--- src/rtl/mem_ctrl.sv ---
// Memory-side responder: arbitrates store/load/fetch requests and serialises
// each onto a byte-wide RAM port with one-cycle read latency.
module mem_ctrl #(
    parameter int RAM_ADDR_WIDTH = 32,
    parameter int FETCH_BYTES    = 4
) (
    input  logic                      clk,
    input  logic                      rst,
    input  logic                      rdy,
    input  logic                      in_lsb_ce,
    input  logic [5:0]                in_lsb_size,
    input  logic                      in_lsb_signed,
    input  logic [31:0]               in_lsb_addr,
    output logic                      out_lsb_ce,
    output logic [31:0]               out_lsb_data,
    input  logic                      in_rob_st_ce,
    input  logic [5:0]                in_rob_st_size,
    input  logic [31:0]               in_rob_st_addr,
    input  logic [31:0]               in_rob_st_data,
    output logic                      out_rob_st_done,
    input  logic                      in_fetcher_ce,
    input  logic [31:0]               in_fetcher_addr,
    output logic                      out_fetcher_ce,
    output logic [31:0]               out_fetcher_inst,
    input  logic                      in_rob_misbranch,
    input  logic [7:0]                mem_din,
    output logic [7:0]                mem_dout,
    output logic [RAM_ADDR_WIDTH-1:0] mem_a,
    output logic                      mem_wr,
    output logic [1:0]                dbg_state
);

    // Handshake: every *_ce / *_done is a single-cycle pulse with no backpressure;
    // a request pulse is accepted on the edge it is sampled (rdy=1) unless that
    // port already holds a pending request, and operands are valid with the pulse.

    typedef enum logic [1:0] {
        S_IDLE  = 2'd0,
        S_READ  = 2'd1,
        S_WRITE = 2'd2,
        S_DONE  = 2'd3
    } state_t;

    state_t      state, state_n;
    logic [2:0]  k, k_n, k_inc;
    logic [31:0] cur_addr, cur_addr_n;
    logic [31:0] cur_data, cur_data_n;
    logic [2:0]  cur_n, cur_n_n;
    logic        cur_sgn, cur_sgn_n;
    logic        cur_fetch, cur_fetch_n;
    logic [31:0] rbuf, rbuf_n, rword;

    logic        st_pend, st_pend_n;
    logic [31:0] st_addr, st_addr_n;
    logic [31:0] st_data, st_data_n;
    logic [2:0]  st_n, st_n_n;
    logic        ld_pend, ld_pend_n;
    logic [31:0] ld_addr, ld_addr_n;
    logic [2:0]  ld_n, ld_n_n;
    logic        ld_sgn, ld_sgn_n;
    logic        fe_pend, fe_pend_n;
    logic [31:0] fe_addr, fe_addr_n;

    logic                      lsb_ce_n, st_done_n, fe_ce_n, wr_n;
    logic [31:0]               lsb_data_n, fe_inst_n;
    logic [7:0]                dout_n;
    logic [RAM_ADDR_WIDTH-1:0] a_n;

    function automatic logic [2:0] size_to_n(input logic [5:0] s);
        case (s)
            6'd1:    return 3'd1;
            6'd2:    return 3'd2;
            default: return 3'd4;
        endcase
    endfunction

    function automatic logic [31:0] extend(input logic [31:0] w, input logic [2:0] n,
                                           input logic sgn);
        case (n)
            3'd1:    return {{24{sgn & w[7]}}, w[7:0]};
            3'd2:    return {{16{sgn & w[15]}}, w[15:0]};
            default: return w;
        endcase
    endfunction

    function automatic logic [RAM_ADDR_WIDTH-1:0] ram_addr(input logic [31:0] base,
                                                            input logic [2:0] j);
        logic [31:0] s;
        s = base + {29'd0, j};
        return s[RAM_ADDR_WIDTH-1:0];
    endfunction

    assign dbg_state = state;

    always_comb begin
        state_n     = state;
        k_n         = k;
        k_inc       = k + 3'd1;
        cur_addr_n  = cur_addr;
        cur_data_n  = cur_data;
        cur_n_n     = cur_n;
        cur_sgn_n   = cur_sgn;
        cur_fetch_n = cur_fetch;
        rbuf_n      = rbuf;
        rword       = rbuf;
        st_pend_n   = st_pend;
        st_addr_n   = st_addr;
        st_data_n   = st_data;
        st_n_n      = st_n;
        ld_pend_n   = ld_pend;
        ld_addr_n   = ld_addr;
        ld_n_n      = ld_n;
        ld_sgn_n    = ld_sgn;
        fe_pend_n   = fe_pend;
        fe_addr_n   = fe_addr;
        lsb_ce_n    = 1'b0;
        st_done_n   = 1'b0;
        fe_ce_n     = 1'b0;
        lsb_data_n  = out_lsb_data;
        fe_inst_n   = out_fetcher_inst;
        dout_n      = mem_dout;
        a_n         = mem_a;
        wr_n        = mem_wr;

        // Capture new pulses first so IDLE can serve a same-edge pulse directly.
        if (in_rob_st_ce && !st_pend) begin
            st_pend_n = 1'b1;
            st_addr_n = in_rob_st_addr;
            st_data_n = in_rob_st_data;
            st_n_n    = size_to_n(in_rob_st_size);
        end
        if (in_lsb_ce && !ld_pend) begin
            ld_pend_n = 1'b1;
            ld_addr_n = in_lsb_addr;
            ld_n_n    = size_to_n(in_lsb_size);
            ld_sgn_n  = in_lsb_signed;
        end
        if (in_fetcher_ce && !fe_pend) begin
            fe_pend_n = 1'b1;
            fe_addr_n = in_fetcher_addr;
        end
        if (in_rob_misbranch) begin
            ld_pend_n = 1'b0;
            fe_pend_n = 1'b0;
        end

        case (state)
            S_IDLE: begin
                if (st_pend_n) begin
                    st_pend_n  = 1'b0;
                    cur_addr_n = st_addr_n;
                    cur_data_n = st_data_n;
                    cur_n_n    = st_n_n;
                    k_n        = 3'd0;
                    a_n        = ram_addr(st_addr_n, 3'd0);
                    dout_n     = st_data_n[7:0];
                    wr_n       = 1'b1;
                    state_n    = S_WRITE;
                end else if (ld_pend_n) begin
                    ld_pend_n   = 1'b0;
                    cur_addr_n  = ld_addr_n;
                    cur_n_n     = ld_n_n;
                    cur_sgn_n   = ld_sgn_n;
                    cur_fetch_n = 1'b0;
                    k_n         = 3'd0;
                    rbuf_n      = 32'd0;
                    a_n         = ram_addr(ld_addr_n, 3'd0);
                    wr_n        = 1'b0;
                    state_n     = S_READ;
                end else if (fe_pend_n) begin
                    fe_pend_n   = 1'b0;
                    cur_addr_n  = fe_addr_n;
                    cur_n_n     = 3'(FETCH_BYTES);
                    cur_sgn_n   = 1'b0;
                    cur_fetch_n = 1'b1;
                    k_n         = 3'd0;
                    rbuf_n      = 32'd0;
                    a_n         = ram_addr(fe_addr_n, 3'd0);
                    wr_n        = 1'b0;
                    state_n     = S_READ;
                end else begin
                    wr_n = 1'b0;
                end
            end
            S_READ: begin
                if (in_rob_misbranch) begin
                    state_n = S_IDLE;
                end else begin
                    // mem_din now holds the byte addressed one cycle earlier (lane k-1).
                    case (k)
                        3'd1:    rword[7:0]   = mem_din;
                        3'd2:    rword[15:8]  = mem_din;
                        3'd3:    rword[23:16] = mem_din;
                        3'd4:    rword[31:24] = mem_din;
                        default: rword        = rbuf;
                    endcase
                    rbuf_n = rword;
                    if (k_inc < cur_n) begin
                        a_n = ram_addr(cur_addr, k_inc);
                    end
                    if (k == cur_n) begin
                        state_n = S_DONE;
                        if (cur_fetch) begin
                            fe_ce_n   = 1'b1;
                            fe_inst_n = rword;
                        end else begin
                            lsb_ce_n   = 1'b1;
                            lsb_data_n = extend(rword, cur_n, cur_sgn);
                        end
                    end
                    k_n = k_inc;
                end
            end
            S_WRITE: begin
                if (k_inc < cur_n) begin
                    k_n    = k_inc;
                    a_n    = ram_addr(cur_addr, k_inc);
                    dout_n = 8'(cur_data >> {k_inc, 3'b000});
                end else begin
                    wr_n      = 1'b0;
                    st_done_n = 1'b1;
                    state_n   = S_DONE;
                end
            end
            S_DONE: begin
                state_n = S_IDLE;
            end
            default: begin
                state_n = S_IDLE;
            end
        endcase
    end

    always_ff @(posedge clk or negedge rst) begin
        if (!rst) begin
            state            <= S_IDLE;
            k                <= 3'd0;
            cur_addr         <= 32'd0;
            cur_data         <= 32'd0;
            cur_n            <= 3'd0;
            cur_sgn          <= 1'b0;
            cur_fetch        <= 1'b0;
            rbuf             <= 32'd0;
            st_pend          <= 1'b0;
            st_addr          <= 32'd0;
            st_data          <= 32'd0;
            st_n             <= 3'd0;
            ld_pend          <= 1'b0;
            ld_addr          <= 32'd0;
            ld_n             <= 3'd0;
            ld_sgn           <= 1'b0;
            fe_pend          <= 1'b0;
            fe_addr          <= 32'd0;
            out_lsb_ce       <= 1'b0;
            out_lsb_data     <= 32'd0;
            out_rob_st_done  <= 1'b0;
            out_fetcher_ce   <= 1'b0;
            out_fetcher_inst <= 32'd0;
            mem_dout         <= 8'd0;
            mem_a            <= '0;
            mem_wr           <= 1'b0;
        end else if (rdy) begin
            state            <= state_n;
            k                <= k_n;
            cur_addr         <= cur_addr_n;
            cur_data         <= cur_data_n;
            cur_n            <= cur_n_n;
            cur_sgn          <= cur_sgn_n;
            cur_fetch        <= cur_fetch_n;
            rbuf             <= rbuf_n;
            st_pend          <= st_pend_n;
            st_addr          <= st_addr_n;
            st_data          <= st_data_n;
            st_n             <= st_n_n;
            ld_pend          <= ld_pend_n;
            ld_addr          <= ld_addr_n;
            ld_n             <= ld_n_n;
            ld_sgn           <= ld_sgn_n;
            fe_pend          <= fe_pend_n;
            fe_addr          <= fe_addr_n;
            out_lsb_ce       <= lsb_ce_n;
            out_lsb_data     <= lsb_data_n;
            out_rob_st_done  <= st_done_n;
            out_fetcher_ce   <= fe_ce_n;
            out_fetcher_inst <= fe_inst_n;
            mem_dout         <= dout_n;
            mem_a            <= a_n;
            mem_wr           <= wr_n;
        end
    end

endmodule
--- config.mk ---
export PLATFORM = sky130hd
export DESIGN_NAME = mem_ctrl
export DESIGN_NICKNAME = d
export VERILOG_FILES = /design/src/rtl/mem_ctrl.sv
export SDC_FILE = /design/constraint.sdc
export NUM_CORES = 1
export LEC_CHECK = 0
export BUFFER_PORTS_ARGS = -buffer_cell sky130_fd_sc_hd__buf_2
export CAP_MARGIN = 20
export CORE_ASPECT_RATIO = 1.2
export CORE_MARGIN = 3
export CORE_UTILIZATION = 45
export CTS_CLUSTER_SIZE = 25
export DETAILED_ROUTE_END_ITERATION = 7
export PLACE_DENSITY_LB_ADDON = 0.15
export SETUP_SLACK_MARGIN = 0.3
export SLEW_MARGIN = 40
export SYNTH_ARGS = -nofsm -noshare
export SYNTH_HDL_FRONTEND = slang
export SYNTH_SLANG_ARGS = --single-unit
export TNS_END_PERCENT = 5
--- constraint.sdc ---
create_clock -name clk -period 3.7 [get_ports clk]
set_input_delay 0.37 -clock clk [delete_from_list [all_inputs] [get_ports clk]]
set_output_delay 0.37 -clock clk [all_outputs]
set_load 0.01 [all_outputs]
==> summary.md <==
| Metric | Value |
|---|---|
| Worst-Skew Late Latency | `540 ps` |
| Synth Warn # | `0` |
| # port buffers | `265` |
| Finished Cell Area | `20300 um2` |
| Row count | `77` |
| Placed Cells incl. Taps | `2295` |
| DRC Markers | `0` |
| Pwr Density | `793 nW/um2` |
| Skew final | `13.1 ps` |
| R2R Path Start | `k[1]` |
| Cell breakdown of the critical path | `ha_1, ha_1, inv_1, ha_1, o21a_1, o31a_1, or3_2, buf_4, nand2_1, o221ai_1` |
| Initial DRC Count | `890` |
| Via count | `13300` |
| Core area | `37200 um2` |
| Initial core utilization | `0.461` |
| CTS buffer count | `40` |
| IO Count | `266` |
| Tcrit/Tclk final | `0.827` |
| Nature of the critical path endpoint | `register` |
| Setup WS pre-CTS | `667 ps` |
| Flop2flop setup slack | `640 ps` |
| TritonRoute pass-1 iters | `5` |
| H-tree levels | `2` |
| Yosys reg bits | `352` |
| Final WS setup | `640 ps` |
| CTS tree | `built` |
| Initial antenna violation count | `13` |
| Final Hold Vio Count | `0` |
| Min-delay worst type | `primary input to register` |
| Finish-stage setup viols | `0` |
| Clock group share of total power | `0.246` |
| First-pass GRT wire length | `75.0 mm` |
| Detailed Place HPWL | `34.5 mm` |
| Peak supply drop | `0.400 mV` |
| RR Endpoint | `mem_a[21]` |
| CP arrival | `3430 ps` |
| P_leak | `9.58 nW` |
| WL/cell | `20.1 um` |
| MaxCap Viol Count | `0` |
| Hold Path Depth | `2` |
| RSZ-0062 raised after global routing | `no` |
| Psw | `0.00600 W` |
| Async SR Flop Fraction | `1.00` |
| CTS Hold Bufs | `1` |
| Synth Flop Type | `dfrtp_1` |
| Root buffer cell | `clkbuf_16` |
| Clock sinks | `352` |
| Post-CTS setup repair buffer count | `0` |
| Kind of start point of the critical path | `register` |
| Req. time, crit path | `4070 ps` |
| Die Y | `220 um` |
| Crit path max fanout | `25` |
| Seq/Total Area, Yosys | `0.514` |
| Layout cells sized above 1 | `0.290` |
| DIE AREA | `40500 um2` |
| R2R cell count | `10` |
| CP peak stage delay | `770 ps` |
| Comb pwr share | `0.373` |
| Hold Path End | `ld_addr[5]` |
| Number of synthesized flops with an enable pin | `0` |
| Crit path kind | `register to register` |
| Vias per inst | `5.60` |
| Nets | `2037` |
| Switching part of the total | `0.373` |
| Cells after Synth | `1634` |
| Int Pwr | `0.0101 W` |
| Worst hold start | `in_lsb_addr[5]` |
| Clock transition at path regs | `60 ps` |
| Mapped Area | `17100 um2` |
| Setup TNS | `0 ps` |
| GRT overflow | `0` |
| Slew @ Worst Pin | `802 ps` |
| Tot GR Track Use | `0.234` |
| Crit-path slowest cell | `or3_2` |
| Syn_nets | `1807` |
| DRT antenna net count | `0` |
| Clock Path Buffers | `3` |
| Max Freq | `0.327 GHz` |
| GP Congestion | `0.888` |
| Number of global-route vias before repair | `13000` |
| Finished Layout Cells | `2372` |
| Pin count of the biggest net entering global routing | `80` |
| CP dominant cell by count | `ha_1` |
| Minimum clock period | `3060 ps` |
| DRT Wirelength | `47.7 mm` |
| Die X | `184 um` |
| Post-cts repair resize count | `0` |
| Cell variety after synth | `65` |
| Max-slew violation count | `0` |
| Status | `complete, no violations` |
| Synth-to-Final Area Change | `18.5%` |
| Placed cell areas | `18900 um2` |
| Avg Cell Area, Syn | `10.5 um2` |
| Sequential Power Share | `0.381` |
| Relative slew slack | `0.460` |
[cell usage after synthesis (all sizes together), types with 23 or more instances]
cell type  count  share of area
mux2         161           0.11
o22ai         35          0.013
clkbuf        76          0.017
dfrtp        352           0.51
buf           38          0.011
nand2b        33          0.012
mux2i         91          0.053
o21ai        157          0.046
a21oi         55          0.016
nor3          23         0.0070
nand2        264          0.058
nor2          38         0.0085
inv           26         0.0057
nand3         48          0.014
[placed cells by master (no fill, tap or decap), drive strengths merged, types with 8 or more instances in the layout]
cell | Yosys | final
buf | 38 | 301
inv | 26 | 28
nor3 | 23 | 23
nand2 | 264 | 264
mux4 | 8 | 8
a31oi | 14 | 14
xor2 | 17 | 17
a41o | 9 | 9
nand3 | 48 | 48
dfrtp | 352 | 352
nand4 | 13 | 13
xnor2 | 9 | 9
nor2 | 38 | 38
ha | 16 | 16
mux2i | 91 | 91
clkbuf | 76 | 62
nand2b | 33 | 33
mux2 | 161 | 161
and2 | 17 | 17
a22oi | 12 | 12
a21oi | 55 | 55
o31ai | 20 | 20
o211ai | 8 | 8
o21ai | 157 | 157
o22ai | 35 | 35
nor4 | 10 | 10
[worst max-delay path by stage]
stage          slack (ps)   endpoint  start
4_1_cts               650  mem_a[29]   k[1]
5_1_grt               380  mem_a[23]   k[1]
3_5_place_dp          670  mem_a[29]   k[1]
3_3_place_gp          660  mem_a[29]   k[1]
6_report              640  mem_a[21]   k[1]
2_1_floorplan         440  mem_a[26]   k[0]
[critical path: cells and delay by family (launching register included)]
family	cells	cell delay, ps
AOI/OAI and AO/OA	3	450
adders and majority gates	3	790
and+or+nand+nor	2	850
DFF	1	420
buffers and inverters	2	370
[registers in the layout, indices dropped and copies added, names as in the netlist, 8 cells and up]
signal,count
cur_addr,32
cur_data,32
fe_addr,32
ld_addr,32
mem_a,32
mem_dout,8
out_fetcher_inst,32
out_lsb_data,32
rbuf,32
st_addr,32
st_data,32
[cell type report]
class                           count  area (um2)
Antenna cell                        3        7.51
Clock buffer                       62        1200
Clock inverter                     11         113
Fill cell                        3322       16900
Inverter                           26        97.6
Multi-Input combinational cell   1142        7790
Sequential cell                   352        8810
Tap cell                          474         593
Timing Repair Buffer              302        1680
[routing by layer]
metal	vias to the layer above	wire length [um]	track usage	part of all wire
met5	-	114	0	0.0024
met4	20	988	0.0557	0.021
met3	82	3110	0.0499	0.065
met2	371	21600	0.365	0.45
met1	6493	21900	0.337	0.46
li1	6321	-	-	-
[logic make-up (layout without fill, tap and decap cells)]
logic type | after synthesis | after routing | synth area share
AO/OA/AOI/OAI | 371 | 371 | 0.134
multiplexers | 260 | 260 | 0.169
other | 0 | 3 | 0
flip-flops | 352 | 352 | 0.514
adder cells (fa/ha/maj) | 17 | 17 | 0.0129
AND/OR/NAND/NOR | 468 | 468 | 0.123
buffers and inverters | 140 | 401 | 0.0330
XOR/XNOR | 26 | 26 | 0.0133
[metrics by stage]
step | utilization | hold WS, ps | total power (W)
6_report | 0.546 | 71.9 | 0.0161
5_1_grt | 0.546 | 60.3 | 0.0172
4_1_cts | 0.545 | 51.1 | 0.0162
3_5_place_dp | 0.509 | 401 | 0.0122
3_3_place_gp | 0.509 | 410 | 0.0120
2_1_floorplan | - | 74.4 | 0.0100
[power groups by stage]
stage / combinational (W) / clock (W) / sequential, W
2_1_floorplan: 0.00400 / 0 / 0.00603
3_3_place_gp: 0.00588 / 0 / 0.00612
3_5_place_dp: 0.00598 / 0 / 0.00617
4_1_cts: 0.00601 / 0.00406 / 0.00611
5_1_grt: 0.00666 / 0.00421 / 0.00629
6_report: 0.00600 / 0.00396 / 0.00612
Power figures use the tool's default switching activity.
